<file path="src/rtl/mont_sched_pkg.sv">
// Shared types and default sizing for the Montgomery reducer scheduler.
package mont_sched_pkg;

  localparam int unsigned NUM_REQ_DEF    = 4;
  localparam int unsigned LAT_DEF        = 20;
  localparam int unsigned FIFO_DEPTH_DEF = 8;
  localparam int unsigned DATA_W         = 64;
  // Wide enough for any practical requester count; the top narrows it to ID_W.
  localparam int unsigned RSP_ID_W       = 8;

  typedef enum logic [1:0] {
    IDLE  = 2'd0,
    RUN   = 2'd1,
    DRAIN = 2'd2
  } state_t;

  typedef struct packed {
    logic [RSP_ID_W-1:0] id;
    logic [DATA_W-1:0]   data;
  } rsp_t;

endpackage

</file>
<file path="src/rtl/sync_fifo.sv">
// Single-clock FIFO with occupancy count; output data reads 0 while empty.
module sync_fifo #(
  parameter int unsigned WIDTH = 8,
  parameter int unsigned DEPTH = 8
) (
  input  logic                       clk_i,
  input  logic                       rst_ni,
  input  logic                       wr_en_i,
  input  logic [WIDTH-1:0]           wr_data_i,
  input  logic                       rd_en_i,
  output logic                       rd_valid_o,
  output logic [WIDTH-1:0]           rd_data_o,
  output logic [$clog2(DEPTH+1)-1:0] count_o
);

  localparam int unsigned CNT_W = $clog2(DEPTH + 1);
  localparam int unsigned PTR_W = (DEPTH > 1) ? $clog2(DEPTH) : 1;

  logic [WIDTH-1:0] mem_q [DEPTH];
  logic [PTR_W-1:0] wr_ptr_q, rd_ptr_q;
  logic [CNT_W-1:0] count_q;
  logic             push_c, pop_c;

  assign push_c     = wr_en_i && (count_q < CNT_W'(DEPTH));
  assign pop_c      = rd_en_i && (count_q != '0);
  assign rd_valid_o = (count_q != '0);
  assign rd_data_o  = rd_valid_o ? mem_q[rd_ptr_q] : '0;
  assign count_o    = count_q;

  always_ff @(posedge clk_i) begin
    if (push_c) mem_q[wr_ptr_q] <= wr_data_i;
  end

  // Pointers wrap explicitly so non-power-of-two depths work.
  always_ff @(posedge clk_i or negedge rst_ni) begin
    if (!rst_ni) begin
      wr_ptr_q <= '0;
      rd_ptr_q <= '0;
      count_q  <= '0;
    end else begin
      if (push_c) wr_ptr_q <= (wr_ptr_q == PTR_W'(DEPTH - 1)) ? '0 : wr_ptr_q + PTR_W'(1);
      if (pop_c)  rd_ptr_q <= (rd_ptr_q == PTR_W'(DEPTH - 1)) ? '0 : rd_ptr_q + PTR_W'(1);
      case ({push_c, pop_c})
        2'b10:   count_q <= count_q + CNT_W'(1);
        2'b01:   count_q <= count_q - CNT_W'(1);
        default: count_q <= count_q;
      endcase
    end
  end

endmodule

</file>
<file path="src/rtl/mont_reduce_sched.sv">
// Round-robin issue of requester operands into a shared fixed-latency Montgomery
// reducer, with tag tracking, credit-gated response FIFO and drained config updates.
module mont_reduce_sched
  import mont_sched_pkg::*;
#(
  parameter int unsigned NUM_REQ    = NUM_REQ_DEF,
  parameter int unsigned LAT        = LAT_DEF,
  parameter int unsigned FIFO_DEPTH = FIFO_DEPTH_DEF,
  parameter int unsigned ID_W       = $clog2(NUM_REQ)
) (
  input  logic                            clk_i,
  input  logic                            rst_ni,
  input  logic                            cfg_we_i,
  input  logic [DATA_W-1:0]               cfg_m_i,
  input  logic [DATA_W-1:0]               cfg_minv_i,
  output logic                            cfg_ready_o,
  input  logic [NUM_REQ-1:0]              req_valid_i,
  input  logic [NUM_REQ-1:0][DATA_W-1:0]  req_x_i,
  output logic [NUM_REQ-1:0]              req_ready_o,
  output logic                            red_start_o,
  output logic [DATA_W-1:0]               red_x_o,
  output logic [DATA_W-1:0]               red_m_o,
  output logic [DATA_W-1:0]               red_minv_o,
  input  logic                            red_valid_i,
  input  logic [DATA_W-1:0]               red_result_i,
  output logic                            rsp_valid_o,
  output logic [ID_W-1:0]                 rsp_id_o,
  output logic [DATA_W-1:0]               rsp_data_o,
  input  logic                            rsp_ready_i,
  output logic                            err_o
);

  localparam int unsigned CNT_W = $clog2(FIFO_DEPTH + 1);
  localparam int unsigned SUM_W = CNT_W + 1;

  state_t                state_q, state_d;
  logic                  cfg_ready_q;
  logic                  load_act_c, load_pend_c, apply_pend_c;
  logic [DATA_W-1:0]     act_m_q, act_minv_q, pend_m_q, pend_minv_q;
  logic [ID_W-1:0]       last_grant_q, cand_c, gnt_id_c;
  logic                  found_c, can_issue_c, gnt_any_c, dec_c, push_c;
  logic [CNT_W-1:0]      inflight_q, fifo_count_c;
  logic [SUM_W-1:0]      credit_sum_c;
  logic [LAT:0]          tag_v_q;
  logic [LAT:0][ID_W-1:0] tag_id_q;
  logic                  red_start_q, err_q;
  logic [DATA_W-1:0]     red_x_q, red_m_q, red_minv_q;
  rsp_t                  wr_rsp_c, rd_rsp_c;

  // Mode FSM: state register.
  always_ff @(posedge clk_i or negedge rst_ni) begin
    if (!rst_ni) begin
      state_q     <= IDLE;
      cfg_ready_q <= 1'b1;
    end else begin
      state_q     <= state_d;
      cfg_ready_q <= (state_d != DRAIN);
    end
  end

  // Mode FSM: next state and config load strobes.
  always_comb begin
    state_d      = state_q;
    load_act_c   = 1'b0;
    load_pend_c  = 1'b0;
    apply_pend_c = 1'b0;
    case (state_q)
      IDLE: if (cfg_we_i) begin
        load_act_c = 1'b1;
        state_d    = RUN;
      end
      RUN: if (cfg_we_i) begin
        load_pend_c = 1'b1;
        state_d     = DRAIN;
      end
      DRAIN: if (inflight_q == '0) begin
        apply_pend_c = 1'b1;
        state_d      = RUN;
      end
      default: state_d = IDLE;
    endcase
  end

  always_ff @(posedge clk_i or negedge rst_ni) begin
    if (!rst_ni) begin
      act_m_q     <= '0;
      act_minv_q  <= '0;
      pend_m_q    <= '0;
      pend_minv_q <= '0;
    end else begin
      if (load_act_c) begin
        act_m_q    <= cfg_m_i;
        act_minv_q <= cfg_minv_i;
      end else if (apply_pend_c) begin
        act_m_q    <= pend_m_q;
        act_minv_q <= pend_minv_q;
      end
      if (load_pend_c) begin
        pend_m_q    <= cfg_m_i;
        pend_minv_q <= cfg_minv_i;
      end
    end
  end

  // Round-robin search starting just after the last granted requester.
  always_comb begin
    found_c  = 1'b0;
    gnt_id_c = '0;
    cand_c   = '0;
    for (int unsigned i = 1; i <= NUM_REQ; i++) begin
      cand_c = ID_W'((32'(last_grant_q) + i) % NUM_REQ);
      if (!found_c && req_valid_i[cand_c]) begin
        found_c  = 1'b1;
        gnt_id_c = cand_c;
      end
    end
  end

  // Credits cover both in-flight ops and buffered responses so the FIFO cannot overflow.
  assign credit_sum_c = SUM_W'(inflight_q) + SUM_W'(fifo_count_c);
  assign can_issue_c  = (state_q == RUN) && (credit_sum_c < SUM_W'(FIFO_DEPTH));
  assign gnt_any_c    = found_c && can_issue_c;
  assign req_ready_o  = gnt_any_c ? (NUM_REQ'(1) << gnt_id_c) : '0;
  assign dec_c        = red_valid_i && (inflight_q != '0);
  assign push_c       = red_valid_i && tag_v_q[LAT];

  always_ff @(posedge clk_i or negedge rst_ni) begin
    if (!rst_ni) begin
      last_grant_q <= ID_W'(NUM_REQ - 1);
      inflight_q   <= '0;
      tag_v_q      <= '0;
      tag_id_q     <= '0;
      red_start_q  <= 1'b0;
      red_x_q      <= '0;
      red_m_q      <= '0;
      red_minv_q   <= '0;
      err_q        <= 1'b0;
    end else begin
      red_start_q <= gnt_any_c;
      if (gnt_any_c) begin
        last_grant_q <= gnt_id_c;
        red_x_q      <= req_x_i[gnt_id_c];
        red_m_q      <= act_m_q;
        red_minv_q   <= act_minv_q;
      end
      case ({gnt_any_c, dec_c})
        2'b10:   inflight_q <= inflight_q + CNT_W'(1);
        2'b01:   inflight_q <= inflight_q - CNT_W'(1);
        default: inflight_q <= inflight_q;
      endcase
      // Stage 0 loads with the operand registers; stage LAT lines up with red_valid_i.
      tag_v_q  <= {tag_v_q[LAT-1:0], gnt_any_c};
      tag_id_q <= {tag_id_q[LAT-1:0], gnt_id_c};
      err_q    <= err_q | (red_valid_i ^ tag_v_q[LAT]);
    end
  end

  assign wr_rsp_c = '{id: RSP_ID_W'(tag_id_q[LAT]), data: red_result_i};

  sync_fifo #(
    .WIDTH ($bits(rsp_t)),
    .DEPTH (FIFO_DEPTH)
  ) u_rsp_fifo (
    .clk_i      (clk_i),
    .rst_ni     (rst_ni),
    .wr_en_i    (push_c),
    .wr_data_i  (wr_rsp_c),
    .rd_en_i    (rsp_ready_i),
    .rd_valid_o (rsp_valid_o),
    .rd_data_o  (rd_rsp_c),
    .count_o    (fifo_count_c)
  );

  assign rsp_id_o    = ID_W'(rd_rsp_c.id);
  assign rsp_data_o  = rd_rsp_c.data;
  assign cfg_ready_o = cfg_ready_q;
  assign red_start_o = red_start_q;
  assign red_x_o     = red_x_q;
  assign red_m_o     = red_m_q;
  assign red_minv_o  = red_minv_q;
  assign err_o       = err_q;

endmodule
</file>
<file path="config.mk">
export PLATFORM = sky130hd
export DESIGN_NAME = mont_reduce_sched
export DESIGN_NICKNAME = d
export VERILOG_FILES = /design/src/rtl/mont_sched_pkg.sv /design/src/rtl/sync_fifo.sv /design/src/rtl/mont_reduce_sched.sv
export SDC_FILE = /design/constraint.sdc
export NUM_CORES = 1
export LEC_CHECK = 0
export BUFFER_PORTS_ARGS = -buffer_cell sky130_fd_sc_hd__buf_2
export CAP_MARGIN = 20
export CORE_MARGIN = 3
export CORE_UTILIZATION = 51
export DETAILED_ROUTE_END_ITERATION = 10
export PLACE_DENSITY = 0.83
export SLEW_MARGIN = 20
export SYNTH_ARGS = -nofsm -noshare
export SYNTH_HDL_FRONTEND = slang
export SYNTH_SLANG_ARGS = --single-unit
</file>
<file path="constraint.sdc">
create_clock -name clk_i -period 5.9 [get_ports clk_i]
set_input_delay 0.59 -clock clk_i [delete_from_list [all_inputs] [get_ports clk_i]]
set_output_delay 0.59 -clock clk_i [all_outputs]
set_load 0.01 [all_outputs]
</file>
==> out/qor.csv <==
stage,metric,value,unit
clocking,clock_tree_root_driver_cell,sky130_fd_sc_hd__clkbuf_16,
worst_setup_path,max_stage_delay,790,ps
worst_setup_path,cp_max_fo,53,
layout,multiInputGateArea,12100,um^2
layout,final_net_count,3923,
timing,fin_hold_ws,150,ps
worst_hold_path,min_path_cells,2,
drt,detail_route.iter0.violations,2406,
floorplan,row_count,104,
worst_setup_path,largest_delay_share_family_worst_path,simple AND/OR/NAND/NOR gates,
pwr,post-layout-total-power,26.5,mW
synthesis,synth_compound_gate_area_share,3.21,%
clocking,cts_tree,built,
worst_hold_path,hp-start,cfg_m_i[57],
worst_setup_path,critPathBufInv,2,
pwr,power.switching_fraction,34.0,%
clocking,h_tree_level_count,3,
flow_run,max-cap-violations,0,
worst_setup_path,worstPathCellList,"ha_1, and3_1, o21ai_1, nand4_4, inv_4, nand2_1, nor2_1, buf_2",
pwr,power_leakage,21.4,nW
pwr,power-per-cell-area,524,nW/um^2
synthesis,yosysSeqAreaShare,69.2,%
synthesis,main_combinational_cell_family_by_area_after_synthesis,multiplexers,
worst_setup_path,critPathCaptureType,primary output,
grt,largest_net_degree_at_the_start_of_global_routing,181,
synthesis,syn_area_per_cell,15.3,um^2
timing,hold_viol,0,
timing,fin_tns_setup,0,ps
worst_setup_path,cp_data_required_time,5310,ps
pwr,p_seq_share,41.1,%
worst_setup_path,critical_path.reg2reg.endpoint,red_x_o[9],
grt,globalRouteOverflowTotal,0,
pwr,combinationalPowerShare,31.9,%
floorplan,starting_density_of_the_core,51.9,%
timing,worst-slew-pin-transition,1170,ps
placed_design,place.port_buffers,722,
timing,grt_setup_unrepaired,no,
synthesis,post_synth_instance_area,42100,um^2
clocking,worstSkewPairLatency,680,ps
grt,groute.usage.overall,30.7,%
synthesis,yosysWarnings,0,
worst_setup_path,crit_path_top_delay_cell,sky130_fd_sc_hd__inv_4,
synthesis,yosys_register_bits,1059,
grt,global_route_wire_length_before_repair,188,mm
drt,detail-route-antenna-nets,0,
run_status,status,finished clean,
worst_setup_path,reg2reg_setup_slack,1940,ps
timing,min_period_over_period,74.4,%
pwr,netSwitchingPower,9.01,mW
drt,vias_per_cell,5.76,
drt,drc,0,
clocking,clock_path_buffers,3,
pwr,vdd.ir_drop.worst,0.000384,V
clocking,cts_made_buffers,106,
drt,dr_total_vias,26720,
drt,routed_wire_length_per_instance,28.8,um
timing,setup_viol,0,
worst_setup_path,worst-setup-path-type,reg -> out,
synthesis,post_synth_fa_ha_maj_area_fraction,0.464,%
placed_design,globalplace.congestion,1.03,
worst_setup_path,worst-r2r-cell-count,7,
grt,first_global_vias,26608,
pwr,clkPwrFrac,27.1,%
synthesis,post_synth_mux_area_share,18.3,%
worst_setup_path,timing.rr.start,inflight_q[1],
floorplan,die_x,293,um
synthesis,number_of_unique_standard_cell_types_used_by_synthesis,45,
timing,finalCriticalPeriod,4390,ps
synthesis,parity_gate_share_of_the_synthesized_area_counting_xor_and_xnor_cells,0.187,%
drt,drt-pass1-iter-count,6,
worst_setup_path,critical_path_start_type,flip-flop,
floorplan,io_pins,723,
floorplan,placeableCoreArea,81200,um^2
timing,worst_slew_margin_rel,21.8,%
layout,n_fill_cell,5877,
clocking,clkTransAtPathRegs,60,ps
drt,routed_wl,134,mm
layout,area_delta_synth_final,20.0,%
timing,final.setup_skew,66.4,ps
worst_setup_path,critPathArrivalTime,3800,ps
placed_design,post-dp-hpwl,91.7,mm
pwr,power.internal,17.5,mW
grt,initial_antenna_violation_count,71,
worst_hold_path,end_point_of_the_worst_hold_path,pend_m_q[57],
timing,final-max-slew-violation-count,0,
worst_hold_path,hp-class,in -> reg,
timing,fmax,228,MHz
layout,post_route_cells_drive_above_1_share,34.4,%
clocking,cts.sink_count,1059,
floorplan,die_y,293,um
synthesis,mappedNetlistNets,3229,
layout,seq_area,29200,um^2
synthesis,post_synth_and_or_nand_nor_area_fraction,6.41,%
floorplan,dieArea,86100,um^2
synthesis,netlist_instances,2757,
[power by group through the flow]
stage	clock (mW)	combinational, mW	sequential [mW]
final	7.17	8.44	10.9
after global routing	7.56	9.12	11.0
after CTS	7.27	8.48	10.8
after detailed placement	0	8.42	10.9
after global placement	0	8.18	10.9
after floorplan	0	5.47	10.7
[cells in the mapped netlist (all sizes together)]
master / instances / area (um^2)
dfrtp: 528 / 13200
edfxtp: 528 / 15900
nand2: 462 / 1740
mux2i: 324 / 3240
nor2: 206 / 773
a21oi: 132 / 664
mux4: 132 / 2970
mux2: 131 / 1480
buf: 115 / 703
o221ai: 64 / 567
clkbuf: 49 / 199
ha: 14 / 175
inv: 12 / 45.1
nand2b: 10 / 62.6
o21ai: 7 / 35.0
nor3: 6 / 30.0
xor2: 6 / 52.6
a21o: 3 / 22.5
dfstp: 3 / 78.8
nand3b: 3 / 22.5
nor2b: 3 / 18.8
xnor2: 3 / 26.3
a211oi: 2 / 20.0
nor4: 2 / 18.8
o21a: 2 / 15.0
o22ai: 2 / 12.5
or2: 2 / 12.5
a21boi: 1 / 7.51
and3: 1 / 6.26
fa: 1 / 20.0
nand3: 1 / 5.00
nand4: 1 / 12.5
o22a: 1 / 8.76
[area by class of cell]
class | instances | share of cell area, %
sequential | 1059 | 57.7
timing repair buffer | 750 | 7.91
clock inverter | 72 | 1.85
tap | 1060 | 2.62
inverter | 12 | 0.0941
clock buffer | 129 | 5.62
multi-input combinational | 1522 | 24.0
antenna | 36 | 0.178
[cell families after synthesis]
logic type               Yosys count
multiplexers                     587
XOR/XNOR                           9
AND/OR/NAND/NOR                  697
adder cells (fa/ha/maj)           15
flip-flops                      1059
AO/OA/AOI/OAI                    214
buffers and inverters            176
[registers in the layout, indices dropped and copies added (netlist names), 42 cells and up]
name and count:
act_m_q 64, act_minv_q 64, red_m_o 64, u_rsp_fifo.mem_q 528
pend_minv_q 64, red_minv_o 64, pend_m_q 64, tag_id_q 42
red_x_o 64
[how the worst max path moves through the flow]
stage               cells after the start                  start                endpoint  slack, ps
finish                                  8          inflight_q[1]          req_ready_o[3]       1510
floorplan                               4            red_valid_i  u_rsp_fifo.mem_q[2][0]       1430
global route                            8          inflight_q[1]          req_ready_o[3]       1230
detailed placement                      6  u_rsp_fifo.count_o[3]             red_x_o[48]       2040
CTS                                     8          inflight_q[1]          req_ready_o[3]       1400
global placement                        7          inflight_q[1]              red_x_o[4]       2120
[placed cells by master, fill, tap and decap left out, types with 3 or more instances in the layout]
cell,count
sky130_fd_sc_hd__buf_2,721
sky130_fd_sc_hd__edfxtp_1,528
sky130_fd_sc_hd__dfrtp_1,525
sky130_fd_sc_hd__nand2_1,459
sky130_fd_sc_hd__mux2i_1,324
sky130_fd_sc_hd__nor2_1,199
sky130_fd_sc_hd__mux4_2,132
sky130_fd_sc_hd__a21oi_1,131
sky130_fd_sc_hd__mux2_2,131
sky130_fd_sc_hd__clkbuf_16,107
sky130_fd_sc_hd__o221ai_1,63
sky130_fd_sc_hd__diode_2,36
sky130_fd_sc_hd__clkinv_2,27
sky130_fd_sc_hd__bufinv_16,17
sky130_fd_sc_hd__ha_1,14
sky130_fd_sc_hd__clkbuf_1,14
sky130_fd_sc_hd__buf_4,14
sky130_fd_sc_hd__buf_12,13
sky130_fd_sc_hd__inv_1,10
sky130_fd_sc_hd__nand2b_1,10
sky130_fd_sc_hd__clkbuf_8,8
sky130_fd_sc_hd__nor2_4,7
sky130_fd_sc_hd__clkinvlp_4,7
sky130_fd_sc_hd__clkinv_1,7
sky130_fd_sc_hd__xor2_1,6
sky130_fd_sc_hd__o21ai_0,5
sky130_fd_sc_hd__clkinv_4,5
sky130_fd_sc_hd__nor3_1,4
sky130_fd_sc_hd__nor2b_1,3
sky130_fd_sc_hd__nand2_4,3
sky130_fd_sc_hd__a21o_1,3
sky130_fd_sc_hd__nand3b_1,3
sky130_fd_sc_hd__xnor2_1,3
sky130_fd_sc_hd__dfstp_2,3
sky130_fd_sc_hd__clkinv_16,3
sky130_fd_sc_hd__inv_6,3
sky130_fd_sc_hd__dfrtp_4,3
[per-layer routing]
| layer | vias up | GRT usage, % | wire length, um |
|---|---|---|---|
| met5 | - | 0 | 244 |
| met3 | 284 | 11.4 | 14800 |
| li1 | 11488 | - | - |
| met4 | 38 | 13.0 | 6030 |
| met2 | 1258 | 45.3 | 60300 |
| met1 | 13652 | 41.3 | 52300 |
[per-stage QoR]
step	utilization (%)	setup WS, ps	instances	cell area, um^2
CTS	62.1	1400	4604	50400
detailed placement	57.5	2040	4402	46700
global route	62.2	1230	4614	50500
floorplan	-	1430	2757	42100
global placement	57.5	2120	4402	46700
finish	62.2	1510	4640	50500
[what timing repair did]
action                    CTS  global route
hold endpoints to repair   92             0
setup buffers               0             0
hold buffers                1             0
gates resized for setup     0             0
(Power assumes the default switching activity.)
